## src/rtl/hazard_detection_unit.sv

```systemverilog
// Load-use hazard detector for the ID stage of a 5-stage MIPS pipeline, with a saturating stall counter.
// Optional build macro: HAZARD_ZERO_REG_FILTER_EN (a load into $zero never stalls).
module hazard_detection_unit #(
    parameter int REG_ADDR_W = 5,
    parameter int CNT_W      = 32
) (
    input  logic                  Clk,
    input  logic                  Rst_n,
    input  logic                  IDEXMemRead,
    input  logic [REG_ADDR_W-1:0] IDEXrt,
    input  logic [REG_ADDR_W-1:0] IFIDrs,
    input  logic [REG_ADDR_W-1:0] IFIDrt,
    output logic                  MuxSig,
    output logic                  IFIDWrite,
    output logic                  PCWrite,
    output logic [CNT_W-1:0]      StallCount,
    output logic                  StallQ
);

    logic regMatch;
    logic destValid;
    logic hazard;

    assign regMatch = (IDEXrt == IFIDrs) || (IDEXrt == IFIDrt);

`ifdef HAZARD_ZERO_REG_FILTER_EN
    assign destValid = (IDEXrt != '0);
`else
    assign destValid = 1'b1;
`endif

    // Reset gates the decision so the pipeline is never frozen while in reset.
    assign hazard = Rst_n && IDEXMemRead && regMatch && destValid;

    assign MuxSig    = hazard;
    assign IFIDWrite = ~hazard;
    assign PCWrite   = ~hazard;

    always_ff @(posedge Clk) begin
        if (!Rst_n) begin
            StallCount <= '0;
            StallQ     <= 1'b0;
        end else begin
            StallQ <= hazard;
            // Counter sticks at all-ones instead of wrapping.
            if (hazard && (StallCount != {CNT_W{1'b1}})) begin
                StallCount <= StallCount + 1'b1;
            end
        end
    end

endmodule

```

## config.mk

```make
export PLATFORM = sky130hd
export DESIGN_NAME = hazard_detection_unit
export DESIGN_NICKNAME = d
export VERILOG_FILES = /design/src/rtl/hazard_detection_unit.sv
export SDC_FILE = /design/constraint.sdc
export NUM_CORES = 1
export LEC_CHECK = 0
export ABC_AREA = 1
export ABC_CLOCK_PERIOD_IN_PS = 2100
export BUFFER_PORTS_ARGS = -buffer_cell sky130_fd_sc_hd__buf_2
export CORE_ASPECT_RATIO = 1.25
export CORE_MARGIN = 4
export CORE_UTILIZATION = 25
export DETAILED_ROUTE_END_ITERATION = 12
export GPL_TIMING_DRIVEN = 0
export RECOVER_POWER = 100
export SYNTH_ARGS = -nofsm -noshare
export SYNTH_HDL_FRONTEND = slang
export SYNTH_SLANG_ARGS = --single-unit
```

## constraint.sdc

```tcl
create_clock -name Clk -period 2.1 [get_ports Clk]
set_clock_uncertainty 0.05 [all_clocks]
set_input_delay 0.315 -clock Clk [delete_from_list [all_inputs] [get_ports Clk]]
set_output_delay 0.315 -clock Clk [all_outputs]
set_load 0.02 [all_outputs]
```

---- Word-level counts from Yosys, hierarchy flattened ----
Cells that the tools add are included.
operators by class
  $add $sub $neg .......................... 1
  equal/unequal tests ..................... 3
  bitwise logic cells ..................... 1
  reductions and logical operators ........ 4
operators by type and width
  cell                                                             number
  32-bit by 1-bit adder with 32-bit output, second input constant  1
  32-bit inequality test, second input constant                    1
  5-bit equality test                                              2
  1-bit logical AND                                                3
  1-bit logical OR                                                 1
  1-bit NOT                                                        1
storage, ports and cells
  register bits after elaboration ......... 33

---- Depth between registers and ports, before layout ----
  depth in word-level cells ............... 4
  depth in mapped cells ................... 12
  mapped depth without buffers ............ 11

---- Worst setup path after synthesis ----
No wires, ideal clock.
  path kind ............................... flip-flop to flip-flop
  from .................................... reg StallCount[1]
  to ...................................... reg StallCount[23]
  library setup time ...................... 115 ps
  arrival ................................. 1746 ps
  required time ........................... 1935 ps
  setup slack ............................. 189 ps
  stages on the path, launching flop included .. 12
  clock period less this slack ............ 1911 ps
  path through ............................ dfxtp_1 -> ha_1 -> inv_2 -> nor2_4 -> nand2_4 -> nor2_8 -> nand3_4 -> buf_6 -> nand2_1 -> inv_1 -> a21oi_1 -> nor2_1
between the ends
  longest elaborated chain between the ends .. 2
  elaborated cells on any way between the ends .. 3
  those cells by class .................... add/sub (1); eq/ne (1); reduce/logical (1)
ends and longest elaborated chain
  item                                                                                              RTL line  source
  start: declaration                                                                                16        output logic [CNT_W-1:0] StallCount,
  start signal: assignment                                                                          47        StallCount <= StallCount + 1'b1;
  parallel branches: the longest is 2 deep, another holds 32-bit by 1-bit adder with 32-bit output  n/a
Several ways; the timed one is not identified.
A chain may end at the register's enable or synchronous reset.

---- Worst setup path after layout ----
Ends and elaborated chain as after synthesis.

==> impl_metrics.yaml <==
placed_design:
  gp_congestion: 0.835
  place_area_sq_um: 2910
  dpl.hpwl_microns: 5770
  io_buffer_count: 53
  dp_cells: 596
synthesis:
  synth_top_cells_by_area: "dfxtp_1, nand2_1, nor2_1"
  synth_commonest_cells: "nand2_1, nor2_1, inv_1, dfxtp_1, nand3_1"
  ys.flop_type: "dfxtp_1"
  syn_area_sq_um: 2480
  ys_seq_area_share_pct: 26.6
  yosys_warnings: 0
  syn_nets: 436
  synth_edf_count: 0
  syn_inst: 417
  syn_area_per_cell_sq_um: 5.95
  ys_seq_elements: 33
  yosysUniqueCellTypes: 29
  synth_top_cell_by_area: "dfxtp_1"
  async_flop_share_pct: 0
  yosysMostFrequentCell: "nand2_1"
  yosysTopAreaCellShare_pct: 26.6
setup_path:
  r2r_end: "StallCount[23]"
  cp.arrival_ns: 2.10
  critPathRequiredTime_ns: 2.23
  setup.worst_path.class: "register to register"
  rrSetupSlack_ns: 0.12
  end_kind: "register"
  cp-endpoint: "StallCount[23]"
  rr_worst_depth: 11
  start_kind: "register"
  cp_max_fo: 10
  crit_start: "StallCount[1]"
  reg2reg_from: "StallCount[1]"
global_routing:
  grt_max_degree: 11
  grt_pass1_wl_microns: 11900
  grt_pass1_vias: 2484
  grtUsageTotal_pct: 12.4
  grt_antenna_before_repair: 0
  gr-total-overflow: 0
clock_tree:
  clockRootBuffer: "clkbuf_16"
  cts_setup_buffers: 0
  clock_path_buffers: 2
  clkSinkCount: 33
  cts_tree: "built"
  cts_made_buffers: 5
  cts-htree-levels: 2
  clk_pin_slew_ns: 0.06
  clock_latency_ns: 0.28
  postCtsHoldBufs: 0
timing:
  setup_viol: 0
  fin_crit_sh_pct: 94.0
  hold_viol_final: 0
  whs_ns: 0.333
  grt_setup_unrepaired: "false"
  worst_pin_slew_ns: 0.584
  slew_violations: 0
  relSlewSlack_pct: 61.1
  layout_min_cycle_time_ns: 1.98
  clock.fmax_mhz: 506
  tns_ns: 0
drt:
  post_drt_wl_per_cell_microns: 11.8
  ant_nets: 0
  drt-initial-drc-count: 130
  drt-total-wl_microns: 7150
  drc: 0
  drt_pass1_iterations: 4
  via_per_inst: 4.43
  via_count: 2677
floorplanning:
  core.rowCount: 40
  die-width_microns: 97.1
  core_region_area_sq_um: 9660
  io_pins: 54
  die_area_sq_um: 11600
  initial_core_util_pct: 25.7
  die_h_microns: 119
power:
  p_leak_uw: 0.00130
  p_per_area_nw_per_um2: 482
  ir_worst_vdd_mv: 0.228
layout:
  drive_gt1_share_pct: 13.8
  antenna_cells: 0
  nNetsFinal: 496
  layoutNonFillerInstCount: 604
  syn_to_final_growth_pct: 21.2
  final_cell_area_sq_um: 3010
  fill_cells: 1082
run:
  maxCapViolCount: 0
run_status:
  run_status: "completed"
min_path:
  min_path_type: "input pin to register"
==> worst max-delay path, cell delays in order, from the launching register on <==
cell and delay, ns:
dfxtp_1 0.38, ha_2 0.29, inv_2 0.06, nor2_4 0.18, nand2_4 0.11, nor2_8 0.15, nand3_4 0.14, buf_6 0.19
nand2_1 0.06, inv_1 0.06, a21oi_1 0.14, nor2_1 0.05
==> final cells by class <==
cell class                      count  area, sq um  share of cell area (%)
Inverter                           58          218                    7.23
Clock buffer                        6          129                    4.28
Timing Repair Buffer               53          225                    7.48
Sequential cell                    33          661                    22.0
Clock inverter                      2         10.0                   0.333
Buffer                             11         77.6                    2.58
Multi-Input combinational cell    315         1530                    50.9
Tap cell                          126          158                    5.24
==> metrics by stage <==
stage          utilization [%]  setup slack (ns)  total power (uW)
2_1_floorplan                -             0.189               712
4_1_cts                   31.6            0.0504              1470
6_report                  31.2             0.125              1450
5_1_grt                   31.2           0.00217              1510
3_3_place_gp              30.1            0.0518               749
3_5_place_dp              30.1          -0.00824               753
==> cell families (layout without fill, tap and decap cells) <==
logic type	after synthesis	after routing	share of synthesized area [%]
xor+xnor	10	10	3.53
buf+inv	69	130	11.8
fa+ha+maj	1	1	0.504
compound gates	30	30	7.21
flops	33	33	26.6
simple gates	274	274	50.4
==> worst min-delay path by stage <==
stage	start	end	cells past startpoint
global placement	StallCount[25]	StallCount[25]	2
global route	IDEXMemRead	StallQ	3
detailed placement	StallCount[25]	StallCount[25]	2
CTS	IDEXMemRead	StallQ	3
finish	IDEXMemRead	StallQ	3
floorplan	IDEXMemRead	StallQ	2
==> layout by cell type (no fill, tap or decap), types with 3 or more instances in the layout <==
cell type | Yosys | layout
nand2_2 | 11 | 11
clkbuf_1 | 3 | 36
xor2_1 | 4 | 4
nand4_1 | 16 | 16
inv_1 | 56 | 56
a21oi_2 | 7 | 4
buf_2 | 5 | 24
nor2_4 | 3 | 3
dfxtp_1 | 33 | 33
nor3_1 | 3 | 3
nand3b_1 | 4 | 4
nand3_1 | 30 | 30
nor2_2 | 3 | 3
a21oi_1 | 22 | 24
nand2_1 | 130 | 130
clkbuf_16 | 0 | 5
nor2_1 | 67 | 67
xnor2_1 | 6 | 6
==> registers in the layout, indices dropped and copies added (netlist names) <==
name        flops
StallCount     32
StallQ          1
==> routing by layer <==
| metal | vias to the layer above | global-route usage, % | part of all wire, % |
|---|---|---|---|
| met5 | - | 0 | 0 |
| li1 | 1417 | - | - |
| met2 | 48 | 21.3 | 49 |
| met4 | 0 | 3.34 | 1.3 |
| met3 | 9 | 2.87 | 4.5 |
| met1 | 1203 | 15.5 | 45 |
==> power by group <==
part	total [uW]	internal [uW]	switching [uW]
sequential	630	628	2.16
clock	710	435	275
combinational	110	39.2	70.8
total	1450	1100	348
==> what timing repair did <==
action,CTS,global route
resized for setup,1,4
endpoints found under the setup margin,1,15
cloned,0,0
(Power assumes the default switching activity.)
